<file path="src/rtl/rv32i_mem_pkg.sv">
// Shared types and default widths for the RV32I instruction/data SRAM arbiter.
// The owner tag marks which port, if any, is waiting on the SRAM read issued last cycle.
package rv32i_mem_pkg;

    localparam int DEF_WORD_WTH   = 32;
    localparam int DEF_ADDR_WTH   = 32;
    localparam int DEF_STARVE_MAX = 4;

    // Wide enough for the largest legal STARVE_MAX (15)
    localparam int STARVE_CNT_WTH = 4;

    typedef enum logic [1:0] {
        OWN_NONE = 2'd0,
        OWN_I    = 2'd1,
        OWN_D    = 2'd2
    } owner_t;

endpackage

</file>
<file path="src/rtl/rv32i_mem_arbiter.sv">
// Arbitrates one single-port SRAM between an instruction-fetch port and a data port.
// Data wins by default; a starved fetch port is forced through after STARVE_MAX denials.
module rv32i_mem_arbiter
    import rv32i_mem_pkg::*;
#(
    parameter int WORD_WTH   = DEF_WORD_WTH,
    parameter int ADDR_WTH   = DEF_ADDR_WTH,
    parameter int STARVE_MAX = DEF_STARVE_MAX
) (
    input  logic                clk,
    input  logic                rst,

    input  logic                i_req,
    input  logic [ADDR_WTH-1:0] i_addr,
    output logic                i_gnt,
    output logic                i_rvalid,
    output logic [WORD_WTH-1:0] i_rdata,

    input  logic                d_req,
    input  logic                d_we,
    input  logic [ADDR_WTH-1:0] d_addr,
    input  logic [WORD_WTH-1:0] d_wdata,
    output logic                d_gnt,
    output logic                d_rvalid,
    output logic [WORD_WTH-1:0] d_rdata,

    output logic                sram_en,
    output logic                sram_we,
    output logic [ADDR_WTH-3:0] sram_addr,
    output logic [WORD_WTH-1:0] sram_wdata,
    input  logic [WORD_WTH-1:0] sram_rdata
);

    localparam logic [STARVE_CNT_WTH-1:0] STARVE_LIM = STARVE_CNT_WTH'(STARVE_MAX);

    logic [STARVE_CNT_WTH-1:0] starve_cnt;
    logic [STARVE_CNT_WTH-1:0] starve_nxt;
    owner_t                    owner;
    owner_t                    owner_nxt;
    logic                      force_i;

    // Word-aligned SRAM: the byte-offset bits carry no meaning here.
    logic unused_addr_bits;
    assign unused_addr_bits = ^{i_addr[1:0], d_addr[1:0]};

    // ------------------------------------------------------------------
    // State register
    // ------------------------------------------------------------------
    always_ff @(posedge clk) begin
        if (!rst) begin
            starve_cnt <= '0;
            owner      <= OWN_NONE;
        end else begin
            starve_cnt <= starve_nxt;
            owner      <= owner_nxt;
        end
    end

    // ------------------------------------------------------------------
    // Arbitration and next-state logic
    // ------------------------------------------------------------------
    always_comb begin
        force_i    = 1'b0;
        d_gnt      = 1'b0;
        i_gnt      = 1'b0;
        starve_nxt = starve_cnt;
        owner_nxt  = OWN_NONE;

        if (rst) begin
            force_i = i_req && (starve_cnt == STARVE_LIM);
            d_gnt   = d_req && !force_i;
            i_gnt   = i_req && !d_gnt;
        end

        if (!i_req || i_gnt) begin
            starve_nxt = '0;
        end else if (starve_cnt != STARVE_LIM) begin
            starve_nxt = starve_cnt + 1'b1;
        end

        // Stores produce no read data, so they leave no owner behind
        if (i_gnt) begin
            owner_nxt = OWN_I;
        end else if (d_gnt && !d_we) begin
            owner_nxt = OWN_D;
        end
    end

    // ------------------------------------------------------------------
    // Output logic: SRAM command and read-data routing
    // ------------------------------------------------------------------
    always_comb begin
        sram_en    = 1'b0;
        sram_we    = 1'b0;
        sram_addr  = '0;
        sram_wdata = '0;

        if (d_gnt) begin
            sram_en    = 1'b1;
            sram_we    = d_we;
            sram_addr  = d_addr[ADDR_WTH-1:2];
            sram_wdata = d_wdata;
        end else if (i_gnt) begin
            sram_en    = 1'b1;
            sram_addr  = i_addr[ADDR_WTH-1:2];
        end
    end

    // A reset arriving while a read is in flight drops that read outright.
    always_comb begin
        i_rvalid = rst && (owner == OWN_I);
        d_rvalid = rst && (owner == OWN_D);
        i_rdata  = i_rvalid ? sram_rdata : '0;
        d_rdata  = d_rvalid ? sram_rdata : '0;
    end

endmodule

</file>
<file path="config.mk">
export PLATFORM = sky130hd
export DESIGN_NAME = rv32i_mem_arbiter
export DESIGN_NICKNAME = d
export VERILOG_FILES = /design/src/rtl/rv32i_mem_pkg.sv /design/src/rtl/rv32i_mem_arbiter.sv
export SDC_FILE = /design/constraint.sdc
export NUM_CORES = 1
export LEC_CHECK = 0
export CORE_AREA = 2 2 104 106
export DETAILED_ROUTE_END_ITERATION = 10
export DIE_AREA = 0 0 106 108
export HOLD_SLACK_MARGIN = 0.08
export PLACE_DENSITY = 0.58
export SLEW_MARGIN = 30
export SYNTH_ARGS = -nofsm -noshare
export SYNTH_HDL_FRONTEND = slang
export SYNTH_SLANG_ARGS = --single-unit
</file>
<file path="constraint.sdc">
create_clock -name clk -period 3.6 [get_ports clk]
set_input_delay 0.36 -clock clk [delete_from_list [all_inputs] [get_ports clk]]
set_output_delay 0.36 -clock clk [all_outputs]
set_load 0.01 [all_outputs]
</file>
==> metrics.cfg, run 1 <==
[outcome]
status = completed

[critical_path]
critPathCaptureType = primary output
cp_max_fo = 65
start_kind = flip-flop
worst-setup-path-type = flip-flop to primary output
cp.arrival_ns = 2.50
crit_required_ns = 3.24

[timing]
fin_crit_ns = 2.86
fmax_mhz = 349
holdWs_ns = 0.461
worst_slack_ns = 0.737
setup_viol = 0
rsz0062_at_grt = false
worst_pin_slew_ns = 0.547
hold_viol = 0
post-route-period-util_pct = 79.5
slew_headroom_pct = 63.5
slew_viol_final = 0
worst_clock_skew_ns = 0.000322
finalSetupTns_ns = 0

[route]
vias = 2197
drc = 0
initialDrtViolationCount = 54
vias_per_cell = 3.90
wire_per_inst_um = 12.5
first_pass_iters = 4
antenna_left = 0
drt_wl_total_mm = 7.07

[logic_synthesis]
synth-seq-cells = 6
synth.net_count = 312
yosysWarnings = 0
async_flop_share_pct = 0
synth_edf_count = 0
yosysSeqAreaShare_pct = 9.58
ys.flop_type = dfxtp_1
netlist-cell-type-count = 23
netlist_instances = 177
avgSynthCellArea_sq_um = 7.08
syn_area_sq_mm = 0.00125

[die]
initial_utilization_pct = 12.3
die_h_um = 108
rows = 37
die_area_sq_mm = 0.0114
fp.dieW_um = 106
coreArea_sq_mm = 0.0102
num_io_pins = 265

[cts]
cts_setup_buffers = 0
htreeDepth = 1
cts_tree = yes
cts.path.max_buffers = 2
cts_inserted_buffers = 3
root_buffer = clkbuf_8
path_clk_slew_ns = 0.04
cts_hold_buf = 0
worstSkewPairLatency_ns = 0.22
cts.repair.resized = 0
numClockSinks = 6

[global_routing]
grt_antenna_before_repair = 0
grt_use_total_pct = 10.7
grt_pass1_vias = 2039
grt_pass1_wl_mm = 10.0
grt_max_degree = 66
grt_overflow = 0

[layout]
final_nets = 565
nFillCells = 1033
stdcell_count = 564
antenna_cells = 0
drive_above_1_share_pct = 2.34
syn_to_final_growth_pct = 220

[job]
cap_violations = 0

[power]
p_int_mw = 0.371
clock_power_share_pct = 20.0
p_leak_nw = 1.51
p_sw_mw = 0.129
power_density_mw_per_mm2 = 125
swShare_pct = 25.8
power_frac_seq_pct = 13.9
irDropWorstVdd_uv = 83.2
combPwrFrac_pct = 66.1
power_mw = 0.500

[place]
place.gp.congestion = 0.687
placed_cells = 561
port_buffers = 260
place_hpwl_mm = 6.07
dp_slack_ns = 0.693

[min_path]
hold_path.class = flip-flop to flip-flop

[cells in the mapped netlist (2+ instances only)]
library cell  instances  share of area [%]
nand2_1               4                1.2
nor2_1                7                2.1
ha_1                  2                2.0
buf_4                 3                1.8
buf_2                 6                2.4
a22o_1               30                 21
inv_1                 3               0.90
dfxtp_1               6                9.6
clkbuf_1              4                1.2
buf_6                 3                2.7
and2_1               97                 48
[critical path: stages, from the launching register on]
cell and delay (ns):
dfxtp_1 0.36, inv_1 0.06, ha_1 0.22, nor2b_2 0.18
a31oi_4 0.16, buf_4 0.46, a22o_1 0.24, clkdlybuf4s50_1 0.55
[final timing paths]
path,from,end,slack (ns),cells after the start
min,starve_cnt[0],starve_cnt[0],0.46,1
max reg2reg,starve_cnt[0],owner[1],1.90,6
max,starve_cnt[0],sram_addr[7],0.74,7
min reg2reg,starve_cnt[0],starve_cnt[0],0.46,1
[cell usage in the layout, fill, tap and decap left out, drive strengths merged]
master         instances
dfxtp                  6
o21a                   1
a22o                  30
a21oi                  2
nor2                   7
nor2b                  2
inv                    3
and3b                  1
nand3                  1
nor3                   1
a31oi                  1
clkbuf                 3
buf                    4
clkdlybuf4s50        260
nand4                  1
and2                  97
nand3b                 1
nand2                  4
ha                     2
mux2i                  1
[final cells by class]
cell class,instances,area (sq um),area share [%]
Timing Repair Buffer,264,2630,65.6
Multi-Input combinational cell,152,1040,25.8
Tap cell,136,170,4.24
Sequential cell,6,120,2.99
Clock buffer,3,41.3,1.03
Inverter,3,11.3,0.281
[logic make-up (layout without fill, tap and decap cells)]
group                    count (synthesis)  count (layout)  synth area share, %
buffers and inverters                   19             270                 8.98
AND/OR/NAND/NOR                        115             115                 55.5
flip-flops                               6               6                 9.58
AO/OA/AOI/OAI                           34              34                 23.2
multiplexers                             1               1                0.798
adder cells (fa/ha/maj)                  2               2                 2.00
[power groups by stage]
| stage | clock network (mW) | logic, mW | registers, mW |
|---|---|---|---|
| after floorplan | 0 | 0.0904 | 0.0701 |
| after global placement | 0 | 0.332 | 0.0703 |
| after detailed placement | 0 | 0.333 | 0.0703 |
| after CTS | 0.103 | 0.335 | 0.0693 |
| after global routing | 0.108 | 0.353 | 0.0694 |
| final | 0.100 | 0.331 | 0.0693 |
[state kept, by name, indices dropped and copies added, names as in the netlist]
signal	cells
owner	2
starve_cnt	4
[per-stage QoR]
stage                     utilization (%)  cell area, sq um
after floorplan                         -              1250
after global placement               38.8              3970
after detailed placement             38.8              3970
after CTS                            39.2              4010
after global routing                 39.2              4010
final                                39.2              4010
[per-layer routing]
layer	wire length [um]	part of all wire [%]	track usage, %	vias up
li1	-	-	-	1094
met1	2510	36	11.3	942
met2	3690	52	20.8	155
met3	796	11	3.19	6
met4	63	0.89	2.54	0
met5	0	0	0	-
Note: power is estimated with default switching activity, not from simulation.
==> run 2: changes to the inputs <==
--- a/config.mk
+++ b/config.mk
@@ -5,9 +5,9 @@
 export SDC_FILE = /design/constraint.sdc
 export NUM_CORES = 1
 export LEC_CHECK = 0
-export CORE_AREA = 2 2 104 106
+export CORE_AREA = 2 2 103 105
 export DETAILED_ROUTE_END_ITERATION = 10
-export DIE_AREA = 0 0 106 108
+export DIE_AREA = 0 0 105 107
 export HOLD_SLACK_MARGIN = 0.08
 export PLACE_DENSITY = 0.58
 export SLEW_MARGIN = 30
==> constraint.sdc (replaced) <==
create_clock -name clk -period 2.7 [get_ports clk]
set_input_delay 0.27 -clock clk [delete_from_list [all_inputs] [get_ports clk]]
set_output_delay 0.27 -clock clk [all_outputs]
set_load 0.01 [all_outputs]
==> metrics.cfg, run 2 (synthesized netlist as in run 1, its figures left out) <==
[outcome]
status = completed

[global_routing]
grt_pass1_vias = 2002
grt_max_degree = 66
grt_pass1_wl_mm = 10.3
grt_antenna_before_repair = 0
grt_overflow = 0
grt_use_total_pct = 11.3

[power]
p_sw_mw = 0.172
swShare_pct = 25.7
p_int_mw = 0.499
irDropWorstVdd_uv = 117
clock_power_share_pct = 19.8
power_density_mw_per_mm2 = 166
power_frac_seq_pct = 13.8
combPwrFrac_pct = 66.4
p_leak_nw = 1.52

[critical_path]
rrSetupSlack_ns = 1.23
crit_required_ns = 2.43
r2r_start = starve_cnt[0]
cp_max_fo = 65
worst-setup-path-type = flip-flop to primary output
start_kind = flip-flop
cp.arrival_ns = 2.26
critPathCaptureType = primary output
crit_start = starve_cnt[0]

[cts]
cts.repair.resized = 0
cts_inserted_buffers = 3
htreeDepth = 1
cts_setup_buffers = 0
worstSkewPairLatency_ns = 0.22
path_clk_slew_ns = 0.03
numClockSinks = 6
cts_hold_buf = 0
cts.path.max_buffers = 2
root_buffer = clkbuf_8
cts_tree = yes

[die]
fp.dieW_um = 105
die_area_sq_mm = 0.0112
num_io_pins = 265
die_h_um = 107
coreArea_sq_mm = 0.0101
rows = 37
initial_utilization_pct = 12.4

[timing]
hold_viol = 0
setup_viol = 0
worst_clock_skew_ns = 0.000274
finalSetupTns_ns = 0
fmax_mhz = 395
worst_pin_slew_ns = 0.249
fin_crit_ns = 2.53
post-route-period-util_pct = 93.7
rsz0062_at_grt = false
slew_headroom_pct = 83.4
slew_viol_final = 0

[place]
port_buffers = 260
place_hpwl_mm = 6.34
place.gp.congestion = 0.742

[route]
first_pass_iters = 4
drt_wl_total_mm = 7.17
vias = 2165
vias_per_cell = 3.83
antenna_left = 0
drc = 0
initialDrtViolationCount = 58
wire_per_inst_um = 12.7

[min_path]
min-delay-start = starve_cnt[0]
hold_path.class = flip-flop to flip-flop

[layout]
mostFrequentLayoutCells = 260 x clkdlybuf4s50_1, 97 x and2_1, 30 x a22o_1
mostFrequentLayoutCell = clkdlybuf4s50_1
largest_reg_flops = 4
fin_util_pct = 40.1
antenna_cells = 0
largest-register = starve_cnt
drive_above_1_share_pct = 2.56
syn_to_final_growth_pct = 223
nFillCells = 1057
final_nets = 566
largestRegisters = starve_cnt: 4 flops, owner: 2 flops

[job]
cap_violations = 0

[run 2: changes by cell type in the layout (fill, tap and decap cells not counted)]
cell | before | now
buf_12 | 0 | 2
buf_4 | 4 | 3
[run 2: critical path, cell delays in order, from the launching register on]
cell	delay, ns
dfxtp_1	0.37
inv_1	0.06
ha_1	0.21
nor2b_2	0.18
a31oi_4	0.20
buf_12	0.24
a22o_1	0.19
clkdlybuf4s50_1	0.56
[run 2: routing by layer]
metal	up-vias	track usage (%)	part of all wire, %
met1	906	11.8	37
met5	-	0	0
met4	0	2.86	0.98
met3	7	4.26	12
met2	156	21.1	50
li1	1096	-	-
[run 2: power by group through the flow]
stage | clock network [mW] | registers, mW | logic (mW)
after floorplan | 0 | 0.0934 | 0.121
after global placement | 0 | 0.0937 | 0.449
after detailed placement | 0 | 0.0937 | 0.450
after CTS | 0.137 | 0.0924 | 0.451
after global routing | 0.143 | 0.0927 | 0.474
final | 0.133 | 0.0925 | 0.446
[run 2: cell type report]
class	count	area (sq um)	share of cell area, %
inverter	3	11.3	0.278
sequential	6	120	2.97
timing repair buffer	265	2670	65.9
clock buffer	3	41.3	1.02
tap	136	170	4.21
multi-input combinational	152	1040	25.6
[run 2: path summary, 6_finish.rpt]
check,end,cells after the start
worst min register to register,starve_cnt[0],1
worst max-delay path,sram_addr[7],7
worst max register to register,owner[1],6
worst min-delay path,starve_cnt[0],1
[run 2: stage by stage]
| stage | worst slack [ns] | hold slack, ns | total power [mW] | std cells | cell area [sq um] |
|---|---|---|---|---|---|
| after floorplan | 1.01 | 0.342 | 0.214 | 177 | 1250 |
| after global placement | 0.258 | 0.449 | 0.543 | 562 | 4000 |
| after detailed placement | 0.257 | 0.451 | 0.543 | 562 | 4000 |
| after CTS | 0.136 | 0.459 | 0.680 | 565 | 4040 |
| after global routing | 0.0419 | 0.483 | 0.709 | 565 | 4040 |
| final | 0.170 | 0.458 | 0.671 | 565 | 4040 |
==> run 3: changes to the inputs <==
--- a/config.mk
+++ b/config.mk
@@ -9,8 +9,9 @@
 export DETAILED_ROUTE_END_ITERATION = 10
 export DIE_AREA = 0 0 105 107
 export HOLD_SLACK_MARGIN = 0.08
+export MAX_ROUTING_LAYER = met4
 export PLACE_DENSITY = 0.58
-export SLEW_MARGIN = 30
+export SLEW_MARGIN = 25
 export SYNTH_ARGS = -nofsm -noshare
 export SYNTH_HDL_FRONTEND = slang
 export SYNTH_SLANG_ARGS = --single-unit
==> metrics.cfg, run 3 (synthesized netlist as in run 1, its figures left out) <==
[outcome]
status = completed

[critical_path]
endpoint = sram_addr[7]
rrSetupSlack_ns = 1.23
cp.arrival_ns = 2.26
cp_slowest_cell = clkdlybuf4s50_1
critPathCaptureType = primary output
cpPeakStageDelay_ns = 0.56
worst-setup-path-type = flip-flop to primary output
worst-path-buf-inv = 3
r2r_cells = 6
crit_start = starve_cnt[0]
cp_max_fo = 65
crit_required_ns = 2.43
path_cells = inv_1 > ha_1 > nor2b_2 > a31oi_4 > buf_12 > a22o_1 > clkdlybuf4s50_1
crit_family = buffers and inverters
r2r-end = owner[1]
r2r_start = starve_cnt[0]
start_kind = flip-flop
cp_num_cells = 7

[global_routing]
grt_overflow = 0
grt_max_degree = 66
grt_use_total_pct = 11.6
grt_pass1_vias = 2007
grt_antenna_before_repair = 0
grt_pass1_wl_mm = 10.2

[timing]
slew_headroom_pct = 83.3
fin_crit_ns = 2.53
setup_viol = 0
worst_clock_skew_ns = 0.000274
fmax_mhz = 395
slew_viol_final = 0
rsz0062_at_grt = false
hold_viol = 0
post-route-period-util_pct = 93.9
finalSetupTns_ns = 0
worst_pin_slew_ns = 0.251

[layout]
mostFrequentLayoutCells = 260 x clkdlybuf4s50_1, 97 x and2_1, 30 x a22o_1
drive_above_1_share_pct = 2.56
final_nets = 566
syn_to_final_growth_pct = 223
largest-register = starve_cnt
antenna_cells = 0
mostFrequentLayoutCell = clkdlybuf4s50_1
largestRegisters = starve_cnt: 4 flops, owner: 2 flops
fin_util_pct = 40.1
largest_reg_flops = 4

[route]
initialDrtViolationCount = 59
first_pass_iters = 4
vias = 2167
vias_per_cell = 3.84
drc = 0
wire_per_inst_um = 12.7
drt_wl_total_mm = 7.17
antenna_left = 0

[die]
initial_utilization_pct = 12.4
die_area_sq_mm = 0.0112
coreArea_sq_mm = 0.0101
num_io_pins = 265
die_h_um = 107
fp.dieW_um = 105
rows = 37

[cts]
cts.repair.resized = 0
cts.path.max_buffers = 2
path_clk_slew_ns = 0.03
cts_setup_buffers = 0
worstSkewPairLatency_ns = 0.22
cts_tree = yes
root_buffer = clkbuf_8
numClockSinks = 6
cts_hold_buf = 0
cts_inserted_buffers = 3
htreeDepth = 1

[place]
port_buffers = 260
place.gp.congestion = 0.751
place_hpwl_mm = 6.34

[min_path]
hold_path.class = flip-flop to flip-flop
whs_path_depth = 1

[power]
irDropWorstVdd_uv = 117
p_leak_nw = 1.52
power_density_mw_per_mm2 = 166

[job]
cap_violations = 0

[run 3: layer usage]
layer,share of wire (%),GRT usage [%],up-vias
met2,50,21.1,154
li1,-,-,1096
met4,0.79,2.86,0
met1,39,12.9,910
met3,10,2.49,7
met5,0,-,-
[run 3: worst min path at each step]
stage	slack (ns)	startpoint	to
6_report	0.46	starve_cnt[0]	starve_cnt[0]
5_1_grt	0.48	starve_cnt[0]	starve_cnt[0]
4_1_cts	0.46	starve_cnt[0]	starve_cnt[0]
3_5_place_dp	0.45	starve_cnt[0]	starve_cnt[0]
3_3_place_gp	0.45	starve_cnt[0]	starve_cnt[0]
2_1_floorplan	0.34	d_we	owner[1]
[run 3: final cells by class]
| class | count | area (sq um) |
|---|---|---|
| clock buffer | 3 | 41.3 |
| fill | 1057 | 6050 |
| inverter | 3 | 11.3 |
| multi-input combinational | 152 | 1040 |
| sequential | 6 | 120 |
| tap | 136 | 170 |
| timing repair buffer | 265 | 2670 |
[run 3: through the flow]
| stage | hold slack (ns) | worst slack (ns) | total power [mW] | cells | cell area (sq um) |
|---|---|---|---|---|---|
| after floorplan | 0.342 | 1.01 | 0.214 | 177 | 1250 |
| after global placement | 0.449 | 0.258 | 0.543 | 562 | 4000 |
| after detailed placement | 0.451 | 0.257 | 0.543 | 562 | 4000 |
| after CTS | 0.459 | 0.136 | 0.680 | 565 | 4040 |
| after global routing | 0.483 | 0.0432 | 0.709 | 565 | 4040 |
| final | 0.458 | 0.166 | 0.671 | 565 | 4040 |
[run 3: report_power, final]
group / internal [mW] / total [mW] / switching (mW)
combinational: 0.312 / 0.446 / 0.134
sequential: 0.0912 / 0.0925 / 0.00128
clock: 0.0957 / 0.133 / 0.0375
